`src/rtl/tiny_mcu_pkg.sv`:
```
// Shared fetch-unit types and default sizing for the tiny MCU front end.
package tiny_mcu_pkg;

  localparam int unsigned DEF_ADDR_W    = 5;
  localparam int unsigned DEF_DATA_W    = 8;
  localparam int unsigned DEF_ROM_DEPTH = 16;
  localparam int unsigned FIFO_DEPTH    = 2;
  localparam int unsigned FIFO_CNT_W    = 2;

  typedef enum logic [1:0] {
    IDLE = 2'd0,
    RUN  = 2'd1,
    HALT = 2'd2
  } fetch_state_t;

endpackage

```
`src/rtl/tiny_fetch_fifo.sv`:
```
// Two-entry shift-style instruction buffer; entry 0 is always the head.
module tiny_fetch_fifo
  import tiny_mcu_pkg::*;
#(
  parameter int unsigned ADDR_W = DEF_ADDR_W,
  parameter int unsigned DATA_W = DEF_DATA_W
) (
  input  logic                  clock,
  input  logic                  reset,
  input  logic                  flush,
  input  logic                  push,
  input  logic [DATA_W-1:0]     push_data,
  input  logic [ADDR_W-1:0]     push_addr,
  input  logic                  pop,
  output logic [FIFO_CNT_W-1:0] count,
  output logic                  valid,
  output logic [DATA_W-1:0]     head_data,
  output logic [ADDR_W-1:0]     head_addr
);

  localparam int unsigned ENTRY_W = DATA_W + ADDR_W;

  logic [ENTRY_W-1:0]    e0_q, e1_q, e0_d, e1_d, in_entry;
  logic [FIFO_CNT_W-1:0] count_d;
  logic                  pop_ok, push_ok;

  always_comb begin
    in_entry = {push_data, push_addr};
    e0_d     = e0_q;
    e1_d     = e1_q;
    count_d  = count;
    pop_ok   = pop && (count != '0);
    push_ok  = push && ((count < FIFO_CNT_W'(FIFO_DEPTH)) || pop_ok);
    case ({pop_ok, push_ok})
      2'b01: begin
        if (count == '0) e0_d = in_entry;
        else             e1_d = in_entry;
        count_d = count + FIFO_CNT_W'(1);
      end
      2'b10: begin
        e0_d    = e1_q;
        count_d = count - FIFO_CNT_W'(1);
      end
      2'b11: begin
        if (count == FIFO_CNT_W'(1)) begin
          e0_d = in_entry;
        end else begin
          e0_d = e1_q;
          e1_d = in_entry;
        end
      end
      default: ;
    endcase
  end

  // Flush drops occupancy only; stale payload is hidden behind valid=0.
  always_ff @(posedge clock) begin
    if (reset) begin
      count <= '0;
      valid <= 1'b0;
      e0_q  <= '0;
      e1_q  <= '0;
    end else if (flush) begin
      count <= '0;
      valid <= 1'b0;
    end else begin
      count <= count_d;
      valid <= (count_d != '0);
      e0_q  <= e0_d;
      e1_q  <= e1_d;
    end
  end

  assign {head_data, head_addr} = e0_q;

endmodule

```
`src/rtl/tiny_fetch_unit.sv`:
```
// Sequential instruction fetch from a one-cycle-latency ROM with jump redirect
// and a credit-limited two-entry delivery buffer.
module tiny_fetch_unit
  import tiny_mcu_pkg::*;
#(
  parameter int unsigned ADDR_W    = DEF_ADDR_W,
  parameter int unsigned DATA_W    = DEF_DATA_W,
  parameter int unsigned ROM_DEPTH = DEF_ROM_DEPTH
) (
  input  logic              clock,
  input  logic              reset,
  input  logic              enable,
  output logic [ADDR_W-1:0] readAddress,
  input  logic [DATA_W-1:0] dataout,
  input  logic              jump_valid,
  input  logic [ADDR_W-1:0] jump_target,
  output logic [DATA_W-1:0] instr_data,
  output logic [ADDR_W-1:0] instr_addr,
  output logic              instr_valid,
  input  logic              instr_ready,
  output logic              fetch_err
);

  localparam logic [ADDR_W:0]   DEPTH_X = (ADDR_W+1)'(ROM_DEPTH);
  localparam logic [ADDR_W-1:0] LAST_PC = ADDR_W'(ROM_DEPTH - 1);

  fetch_state_t          state_q, state_d;
  logic [ADDR_W-1:0]     pc_q, pc_d, raddr_d;
  logic                  inflight_q, inflight_d, err_d;
  logic                  jump_ok, jump_bad, pop, issue, credit;
  logic [FIFO_CNT_W-1:0] fifo_count;
  logic [FIFO_CNT_W:0]   occupancy;

  assign pop       = instr_valid && instr_ready;
  assign jump_bad  = jump_valid && ({1'b0, jump_target} >= DEPTH_X);
  assign jump_ok   = jump_valid && ({1'b0, jump_target} < DEPTH_X);
  // Slots claimed once this cycle settles: buffered, minus leaving, plus arriving.
  assign occupancy = (FIFO_CNT_W+1)'(fifo_count) + (FIFO_CNT_W+1)'(inflight_q)
                   - (FIFO_CNT_W+1)'(pop);
  assign credit    = occupancy < (FIFO_CNT_W+1)'(FIFO_DEPTH);

  always_comb begin
    state_d    = state_q;
    pc_d       = pc_q;
    raddr_d    = readAddress;
    inflight_d = 1'b0;
    err_d      = fetch_err;
    issue      = 1'b0;
    case (state_q)
      IDLE: if (enable) state_d = RUN;
      RUN: begin
        if (!enable) state_d = IDLE;
        issue = enable && credit && !jump_valid;
      end
      HALT: ;
      default: state_d = IDLE;
    endcase
    if (issue) begin
      raddr_d    = pc_q;
      pc_d       = (pc_q == LAST_PC) ? '0 : pc_q + ADDR_W'(1);
      inflight_d = 1'b1;
    end
    if (jump_ok && (state_q != HALT)) pc_d = jump_target;
    if (jump_bad) begin
      state_d = HALT;
      err_d   = 1'b1;
    end
  end

  // A jump of any kind discards the in-flight word along with the buffer.
  always_ff @(posedge clock) begin
    if (reset) begin
      state_q     <= IDLE;
      pc_q        <= '0;
      readAddress <= '0;
      inflight_q  <= 1'b0;
      fetch_err   <= 1'b0;
    end else begin
      state_q     <= state_d;
      pc_q        <= pc_d;
      readAddress <= raddr_d;
      inflight_q  <= inflight_d && !jump_valid;
      fetch_err   <= err_d;
    end
  end

  tiny_fetch_fifo #(
    .ADDR_W(ADDR_W),
    .DATA_W(DATA_W)
  ) u_fifo (
    .clock    (clock),
    .reset    (reset),
    .flush    (jump_valid),
    .push     (inflight_q),
    .push_data(dataout),
    .push_addr(readAddress),
    .pop      (pop),
    .count    (fifo_count),
    .valid    (instr_valid),
    .head_data(instr_data),
    .head_addr(instr_addr)
  );

endmodule

```
`config.mk`:
```
export PLATFORM = sky130hd
export DESIGN_NAME = tiny_fetch_unit
export DESIGN_NICKNAME = d
export VERILOG_FILES = /design/src/rtl/tiny_mcu_pkg.sv /design/src/rtl/tiny_fetch_fifo.sv /design/src/rtl/tiny_fetch_unit.sv
export SDC_FILE = /design/constraint.sdc
export NUM_CORES = 1
export LEC_CHECK = 0
export BUFFER_PORTS_ARGS = -buffer_cell sky130_fd_sc_hd__buf_2
export CORE_ASPECT_RATIO = 1.1
export CORE_MARGIN = 4
export CORE_UTILIZATION = 44
export CTS_BUF_LIST = sky130_fd_sc_hd__clkbuf_16
export CTS_CLUSTER_DIAMETER = 80
export DETAILED_ROUTE_END_ITERATION = 7
export GPL_ROUTABILITY_DRIVEN = 0
export PLACE_DENSITY_LB_ADDON = 0.05
export SKIP_CTS_REPAIR_TIMING = 1
export SLEW_MARGIN = 0
export SYNTH_ARGS = -nofsm -noshare
export SYNTH_HDL_FRONTEND = slang
export SYNTH_HIERARCHICAL = 1
export SYNTH_SLANG_ARGS = --single-unit
```
`constraint.sdc`:
```
create_clock -name clock -period 2.3 [get_ports clock]
set_input_delay 0.115 -clock clock [delete_from_list [all_inputs] [get_ports clock]]
set_output_delay 0.115 -clock clock [all_outputs]
set_load 0.005 [all_outputs]
```
==> results_dict.tcl, run 1 <==
set metrics [dict create \
    status "complete, but fails checks" \
    violations "negative setup slack" \
    power_mw 1.60 \
    h-tree-depth 2 \
    final_max_slew_viol_count 0 \
    critical_path_class "reg2reg" \
    initial_utilization_pct 45.1 \
    clk_latency_ns 0.28 \
    pwr-share-comb_pct 4.7 \
    path_clk_slew_ns 0.06 \
    pwr-share-clk_pct 47.4 \
    fmax_ghz 0.425 \
    syn_avg_cell_area_sq_um 9.53 \
    synth-main-ff-cell "dfxtp_1" \
    min_period_ns 2.35 \
    ant_nets 0 \
    grt_antenna_before_repair 0 \
    max_cap_viol_count 0 \
    die_w_um 71.2 \
    switching_power_mw 0.308 \
    die_h_um 77.5 \
    grt.total_usage_pct 15.8 \
    cts_sinks 43 \
    drive_gt1_share_pct 32.7 \
    synth_compound_area_share_pct 11.9 \
    drc 0 \
    post-route-period-util_pct 102 \
    worstPathRequired_ns 2.49 \
    num_antenna_cells 0 \
    grt_setup_unrepaired "true" \
    final_cells 302 \
    syn-cell-area_sq_um 1930 \
    placeableCoreArea_sq_um 4290 \
    min-delay-start "dataout[3]" \
    swShare_pct 19.2 \
    via_per_inst 5.24 \
    grt_pass1_vias 1572 \
    hold_path_depth 3 \
    syn_inst 203 \
    dp_hpwl_mm 2.92 \
    synthDistinctLibCells 34 \
    critPathSlowestCell "fa_2" \
    port_buffers 37 \
    tightest_slew_ns 0.767 \
    p_per_area_nw_per_um2 637 \
    wl_per_cell_um 14.0 \
    skew_ns 0.00549 \
    yosys.area_share.simple_pct 19.9 \
    muxShareOfSynthArea_pct 10.9 \
    dieArea_sq_um 5520 \
    timing.rr.start "u_fifo/valid" \
    reg2regPathDepth 8 \
    numCtsBuffers 5 \
    worstSetupEndpointType "flop" \
    pre_cts_slack_ns -0.0726 \
    setup_tns_ns -0.0776 \
    seqPwrFrac_pct 47.9 \
    critPathMaxStageDelay_ns 0.52 \
    cp-start-kind "flop" \
    synth_top_family_by_area "simple AND/OR/NAND/NOR gates" \
    setup_viol 2 \
    grt.overflow.total 0 \
    yosysWarnings 6 \
    placed_cells 294 \
    r2r_end "pc_q[0]" \
    cts_root_buf "clkbuf_16" \
    slew_headroom_pct 48.8 \
    setup_slack_ns -0.0538 \
    internal_power_mw 1.29 \
    leakage_nw 1.19 \
    holdWs_ns 0.0996 \
    rrSetupSlack_ns -0.05 \
    hold_violations 0 \
    syn-num-nets 231 \
    min_to "u_fifo/e1_q[8]" \
    drt-pass1-iter-count 4 \
    synth_xor_area_share_pct 0.906 \
    hp-class "in2reg" \
    grt_pass1_wl_mm 7.04 \
    synth_seq_cells 43 \
    crit_fanout 2 \
    drtIter0Drc 98 \
    yosysSeqAreaShare_pct 44.5 \
    path_cells "and2_4 > ha_4 > nand2b_4 > fa_2 > nand3b_1 > or3_4 > or3_1 > a311oi_2" \
    grt_max_degree 44 \
    area_growth_pct 29.8 \
    cts_tree "built" \
    async_reset_ff_share_pct 0 \
    wl_mm 4.24 \
    vias 1582 \
    cts_buffer_depth 2 \
    nets 276 \
    row_count 25 \
    critPathArrivalTime_ns 2.55 \
    irDropWorstVdd_mv 0.370 \
    final_cell_mix "nor2_1 (41), dfxtp_1 (41), buf_2 (37)" \
    io_pins 38 \
    synth_edf_count 0 \
    synth-adder-area-share_pct 6.86 \
]
[worst max-delay path, delay by kind of cell (launching register included)]
kind / cells / cell delay [ns]
flops: 1 / 0.31
simple gates: 5 / 1.01
fa+ha+maj: 2 / 0.72
compound gates: 1 / 0.22
[metal layers]
metal  global-route usage, %  up-vias  wire, um  part of all wire, %
met3                    4.79        2       214                  5.0
met5                       0        -         0                    0
met2                    27.8       33      2110                   50
li1                        -      805         -                    -
met1                    18.0      742      1890                   45
met4                    5.26        0        22                 0.52
[sequential cells by signal (all words and copies together), names as in the netlist]
register	flops
fetch_err	1
u_fifo/e1_q	13
readAddress	5
pc_q	5
u_fifo/count	2
u_fifo/valid	1
state_q	2
inflight_q	1
u_fifo/e0_q	13
[final cells by class]
type | instances | area [sq um]
Fill cell | 348 | 1770
Multi-Input combinational cell | 141 | 1090
Sequential cell | 43 | 863
Timing Repair Buffer | 49 | 300
Clock buffer | 5 | 125
Tap cell | 54 | 67.6
Clock inverter | 2 | 33.8
Inverter | 8 | 30.0
[how the worst max path moves through the flow]
| stage | slack (ns) | end | start | depth (start not counted) |
|---|---|---|---|---|
| finish | -0.05 | pc_q[0] | u_fifo/valid | 8 |
| global route | -0.18 | pc_q[0] | u_fifo/valid | 8 |
| CTS | -0.10 | u_fifo/e0_q[9] | u_fifo/count[0] | 12 |
| detailed placement | -0.07 | pc_q[0] | u_fifo/valid | 8 |
| global placement | -0.05 | pc_q[0] | u_fifo/valid | 8 |
| floorplan | -0.06 | pc_q[0] | u_fifo/valid | 8 |
[metrics by stage]
stage               util [%]  area [sq um]
finish                  58.6          2510
global route            58.6          2510
CTS                     56.0          2400
detailed placement      52.3          2240
global placement        52.3          2240
floorplan                  -          1960
[synth_stat cells, types with 2 or more instances]
master	n	area (sq um)
mux2i_1	21	210
nor3_1	16	80.1
a211oi_1	3	22.5
ha_1	9	113
inv_1	8	30.0
nor2_1	41	154
a21oi_1	5	25.0
buf_2	3	15.0
nand2_1	4	15.0
and2_1	2	12.5
dfxtp_1	43	861
clkbuf_1	6	22.5
nand3b_1	3	22.5
nand2b_4	2	27.5
a221oi_1	14	123
nand2b_1	4	25.0
or3_1	2	12.5
[kinds of logic (layout without fill, tap and decap cells)]
| family | count (synthesis) | count (layout) |
|---|---|---|
| and+or+nand+nor | 79 | 79 |
| DFF | 43 | 43 |
| AOI/OAI and AO/OA | 29 | 29 |
| muxes | 21 | 21 |
| buffers and inverters | 19 | 64 |
| adders and majority gates | 10 | 10 |
| xor gates and xnor gates | 2 | 2 |
[power by group through the flow]
| stage | sequential, mW | combinational [mW] | clock, mW |
|---|---|---|---|
| detailed placement | 0.782 | 0.0732 | 0 |
| CTS | 0.766 | 0.0735 | 0.781 |
| floorplan | 0.780 | 0.0412 | 0 |
| finish | 0.766 | 0.0748 | 0.759 |
| global route | 0.767 | 0.0836 | 0.819 |
| global placement | 0.782 | 0.0705 | 0 |
Note: power is estimated with default switching activity, not from simulation.
==> inputs of run 2 (changes only) <==
--- a/config.mk
+++ b/config.mk
@@ -14,6 +14,7 @@
 export DETAILED_ROUTE_END_ITERATION = 7
 export GPL_ROUTABILITY_DRIVEN = 0
 export PLACE_DENSITY_LB_ADDON = 0.05
+export SETUP_SLACK_MARGIN = 0.5
 export SKIP_CTS_REPAIR_TIMING = 1
 export SLEW_MARGIN = 0
 export SYNTH_ARGS = -nofsm -noshare
==> run 2 against run 1 <==
  * The flow still finishes with violations (negative setup slack)
  * Die area is the same
  * Fmax shrank 0.96%
  * Critical endpoint unchanged
  * Power shrank 1.2%
  * Flip-flop and latch count is the same
  * Clock power shrank 3.0%
==> results_dict.tcl, run 2 (synthesis results as in run 1) <==
set metrics [dict create \
    status "complete, but fails checks" \
    violations "negative setup slack" \
    path_common_cell "or3_1" \
    die_w_um 71.2 \
    layout_commonest_cell "dfxtp_1" \
    hold_path_depth 3 \
    via_per_inst 5.25 \
    setup_slack_ns -0.0766 \
    initial_utilization_pct 45.1 \
    cp-start-kind "flop" \
    setup_tns_ns -0.124 \
    pre_cts_slack_ns -0.0641 \
    clk_latency_ns 0.28 \
    drtIter0Drc 81 \
    hp-class "in2reg" \
    reg2regPathDepth 8 \
    regArea_sq_um 867 \
    critPathSlowestCell "fa_2" \
    critPathMaxStageDelay_ns 0.52 \
    min-delay-start "enable" \
    wl_mm 4.73 \
    drt-pass1-iter-count 4 \
    final_cell_mix "dfxtp_1 (40), nor2_1 (39), buf_2 (37)" \
    path_cells "and2_4 > ha_4 > nand2b_4 > fa_2 > nand3b_1 > or3_1 > or3_1 > a311oi_2" \
    leakage_nw 1.26 \
    critical_path_class "reg2reg" \
    min_period_ns 2.38 \
    pwr-share-comb_pct 5.0 \
    setup_viol 2 \
    crit_end "pc_q[0]" \
    r2r_end "pc_q[0]" \
    port_buffers 37 \
    p_per_area_nw_per_um2 569 \
    vias 1629 \
    cts_root_buf "clkbuf_16" \
    placeableCoreArea_sq_um 4290 \
    worstPathRequired_ns 2.49 \
    holdWs_ns 0.104 \
    path_clk_slew_ns 0.06 \
    hold_violations 0 \
    slew_headroom_pct 49.3 \
    wl_met3_um 227 \
    cts_tree "built" \
    skew_ns 0.00183 \
    rrSetupSlack_ns -0.08 \
    placed_area_sq_um 2350 \
    worstSetupPathDepth 8 \
    final_area_sq_um 2780 \
    critPathArrivalTime_ns 2.57 \
    numCtsBuffers 5 \
    io_pins 38 \
    dieArea_sq_um 5520 \
    crit_fanout 2 \
    grt.overflow.total 0 \
    tightest_slew_ns 0.761 \
    ant_nets 0 \
    grt_pass1_wl_mm 7.07 \
    wl_met2_mm 2.43 \
    reg.largest.list "u_fifo/e0_q x13, u_fifo/e1_q x13" \
    wl_met1_mm 2.01 \
    pwr-share-clk_pct 46.6 \
    cp_top_family "simple AND/OR/NAND/NOR gates" \
    max_cap_viol_count 0 \
    wl_per_cell_um 15.3 \
    grt_setup_unrepaired "true" \
    worstSetupEndpointType "flop" \
    grt.total_usage_pct 15.8 \
    worstPathBufferInverterCount 0 \
    post-route-period-util_pct 103 \
    cts_buffer_depth 2 \
    area_growth_pct 43.7 \
    row_count 25 \
    internal_power_mw 1.25 \
    seqPwrFrac_pct 48.4 \
    final_max_slew_viol_count 0 \
    grt_antenna_before_repair 0 \
    grt_max_degree 44 \
    multi_input_area_sq_um 1240 \
    irDropWorstVdd_mv 0.428 \
    highest_layer "met4" \
    die_h_um 77.5 \
    drive_gt1_share_pct 41.0 \
    drc 0 \
    timing.rr.start "u_fifo/valid" \
    swShare_pct 20.8 \
    cts_sinks 43 \
    nets 283 \
    switching_power_mw 0.328 \
    dp_hpwl_mm 2.99 \
    fmax_ghz 0.421 \
    num_antenna_cells 0 \
    grt_pass1_vias 1519 \
    n_fill_cell 357 \
    startpoint "u_fifo/valid" \
    h-tree-depth 2 \
]
run 2: cell types whose count changed in the layout (fill, tap and decap cells not counted), sizes merged:
cell    previous run  this run
inv                9         8
bufinv             1         0
clkinv             0         2
buf               49        54
a21o               1         2
clkbuf             5         7
run 2: how the worst min path moves through the flow:
stage	endpoint	slack [ns]
after global placement	u_fifo/e1_q[11]	0.36
after detailed placement	u_fifo/e1_q[11]	0.37
after CTS	u_fifo/e1_q[11]	0.09
after global routing	state_q[0]	0.11
final	state_q[0]	0.10
after floorplan	pc_q[0]	0.18
run 2: power by group through the flow:
| stage | combinational (mW) | sequential [mW] | clock, mW |
|---|---|---|---|
| detailed placement | 0.0753 | 0.782 | 0 |
| global placement | 0.0715 | 0.781 | 0 |
| floorplan | 0.0426 | 0.779 | 0 |
| CTS | 0.0756 | 0.765 | 0.752 |
| global route | 0.0875 | 0.767 | 0.789 |
| finish | 0.0792 | 0.765 | 0.736 |
run 2: through the flow:
| stage | utilization [%] | cells | power, mW |
|---|---|---|---|
| 6_report | 64.9 | 310 | 1.58 |
| 5_1_grt | 64.9 | 310 | 1.64 |
| 4_1_cts | 58.5 | 299 | 1.59 |
| 3_5_place_dp | 54.8 | 291 | 0.857 |
| 3_3_place_gp | 54.8 | 291 | 0.852 |
| 2_1_floorplan | - | 203 | 0.822 |
run 2: cell type report:
type | count | area share (%)
clock buffers | 6 | 5.40
multi-input cells | 142 | 44.7
inverters | 8 | 1.35
repair buffers | 55 | 14.6
flip-flops and latches | 43 | 31.2
well taps | 54 | 2.43
clock inverters | 2 | 0.315
run 2: worst register-to-register path, delay by kind of cell, from the launching register on:
family / cells / cell delay, ns
adders and majority gates: 2 / 0.72
DFF: 1 / 0.31
AOI/OAI and AO/OA: 1 / 0.25
and+or+nand+nor: 5 / 1.00
run 2: routing by layer:
layer  vias up  global-route usage (%)
met2        35                    26.9
met4         0                    4.51
met5         -                       0
met3         8                    4.27
met1       765                    19.2
li1        821                       -
==> inputs of run 3 (changes only) <==
--- a/config.mk
+++ b/config.mk
@@ -6,8 +6,7 @@
 export NUM_CORES = 1
 export LEC_CHECK = 0
 export BUFFER_PORTS_ARGS = -buffer_cell sky130_fd_sc_hd__buf_2
-export CORE_ASPECT_RATIO = 1.1
-export CORE_MARGIN = 4
+export CORE_MARGIN = 3
 export CORE_UTILIZATION = 44
 export CTS_BUF_LIST = sky130_fd_sc_hd__clkbuf_16
 export CTS_CLUSTER_DIAMETER = 80
==> run 3 against run 2 <==
  * The flow still finishes with violations (negative setup slack)
  * Flip-flop and latch count stayed put
  * Critical path depth stayed put
  * First-iteration DRC count is 17% lower
  * Worst setup slack worse by 0.021 ns
  * Clock skew is 0.0031 ns higher
  * Final area is 2.1% lower
  * Worst hold slack worse by 0.0096 ns
  * Sequential power hardly changed
  * Clock-buffer cell count is 1 lower
  * Highest routed layer unchanged
==> results_dict.tcl, run 3 (synthesis results as in run 1) <==
set metrics [dict create \
    hold_violations 0 \
    grt_pass1_wl_mm 7.15 \
    numCtsBuffers 5 \
    setup_slack_ns -0.0977 \
    via_per_inst 5.38 \
    ant_nets 0 \
    post-route-period-util_pct 104 \
    die_w_um 72.3 \
    p_per_area_nw_per_um2 552 \
    tightest_slew_ns 0.772 \
    grt_max_degree 44 \
    critical_path_class "reg2reg" \
    vias 1641 \
    max_cap_viol_count 0 \
    drt-pass1-iter-count 4 \
    cp-start-kind "flop" \
    setup_tns_ns -0.179 \
    final_max_slew_viol_count 0 \
    final_cells 305 \
    wl_mm 4.43 \
    placeableCoreArea_sq_um 4120 \
    wl_per_cell_um 14.5 \
    placed_cells 288 \
    grt.total_usage_pct 17.3 \
    irDropWorstVdd_mv 0.389 \
    final_cell_mix "dfxtp_1 (40), nor2_1 (37), buf_2 (37)" \
    setup_viol 4 \
    io_pins 38 \
    drtIter0Drc 67 \
    layout_commonest_cell "dfxtp_1" \
    skew_ns 0.00494 \
    reg.largest.list "u_fifo/e0_q x13, u_fifo/e1_q x13" \
    hp-class "in2reg" \
    grt_antenna_before_repair 0 \
    nets 282 \
    port_buffers 37 \
    crit_fanout 2 \
    startpoint "u_fifo/valid" \
    dieArea_sq_um 5230 \
    timing.rr.start "u_fifo/valid" \
    worstSetupEndpointType "flop" \
    clk_latency_ns 0.28 \
    die_h_um 72.3 \
    row_count 23 \
    status "complete, but fails checks" \
    dp_hpwl_mm 2.95 \
    min-delay-start "jump_target[4]" \
    cts_root_buf "clkbuf_16" \
    initial_utilization_pct 47.0 \
    fmax_ghz 0.417 \
    critPathArrivalTime_ns 2.59 \
    area_growth_pct 40.7 \
    drive_gt1_share_pct 43.1 \
    cts_sinks 43 \
    cts_buffer_depth 2 \
    h-tree-depth 2 \
    drc 0 \
    grt_setup_unrepaired "true" \
    path_clk_slew_ns 0.06 \
    num_antenna_cells 0 \
    holdWs_ns 0.0945 \
    violations "negative setup slack" \
    cts_tree "built" \
    grt.overflow.total 0 \
    grt_pass1_vias 1582 \
    min_period_ns 2.40 \
    worstPathRequired_ns 2.49 \
    leakage_nw 1.25 \
    slew_headroom_pct 48.5 \
]
run 3: cell count changes in the layout (fill, tap and decap cells not counted), moves of 2 or more:
cell	before	now
mux2i_2	0	2
a221oi_2	9	12
nor2_1	39	37
clkbuf_16	7	5
a221oi_4	3	1
inv_1	3	5
nor2_2	1	3
mux2i_1	21	19
run 3: cell type report:
cell class | instances | area [sq um]
multi-input combinational | 141 | 1240
clock inverter | 3 | 12.5
inverter | 8 | 35.0
timing repair buffer | 55 | 380
fill | 333 | 1390
tap | 50 | 62.6
clock buffer | 5 | 125
sequential | 43 | 867
run 3: power by group:
group	total [mW]	internal [mW]	switching (mW)	leakage [nW]
Combinational	0.0799	0.0359	0.0440	0.822
Sequential	0.765	0.755	0.00984	0.350
Clock	0.658	0.392	0.266	0.0762
run 3: critical path: stages (launching register included):
cell      delay (ns)
dfxtp_2         0.31
and2_4          0.14
ha_4            0.20
nand2b_4        0.13
fa_2            0.53
nand3b_1        0.10
or3_4           0.34
or3_1           0.32
a311oi_2        0.23
run 3: path summary, 6_finish.rpt:
| check | to | slack, ns | depth (start not counted) |
|---|---|---|---|
| setup / recovery | pc_q[0] | -0.1 | 8 |
| hold / removal | fetch_err | 0.09 | 3 |
| setup reg to reg | pc_q[0] | -0.1 | 8 |
| hold reg to reg | fetch_err | 0.46 | 2 |
run 3: layer usage:
metal | part of all wire (%) | vias up | GRT usage, %
met1 | 45 | 776 | 21.2
met4 | 0.99 | 0 | 6.26
met3 | 5.4 | 5 | 4.43
li1 | - | 818 | -
met5 | 0 | - | 0
met2 | 48 | 42 | 29.1
run 3: through the flow:
step | worst slack, ns | instance area, sq um | util, % | power [mW]
3_3_place_gp | -0.0766 | 2350 | 57.2 | 0.852
3_5_place_dp | -0.0909 | 2350 | 57.2 | 0.855
5_1_grt | -0.166 | 2720 | 66.1 | 1.56
4_1_cts | -0.118 | 2490 | 60.5 | 1.51
6_report | -0.0977 | 2720 | 66.1 | 1.50
2_1_floorplan | -0.0632 | 2130 | - | 0.822
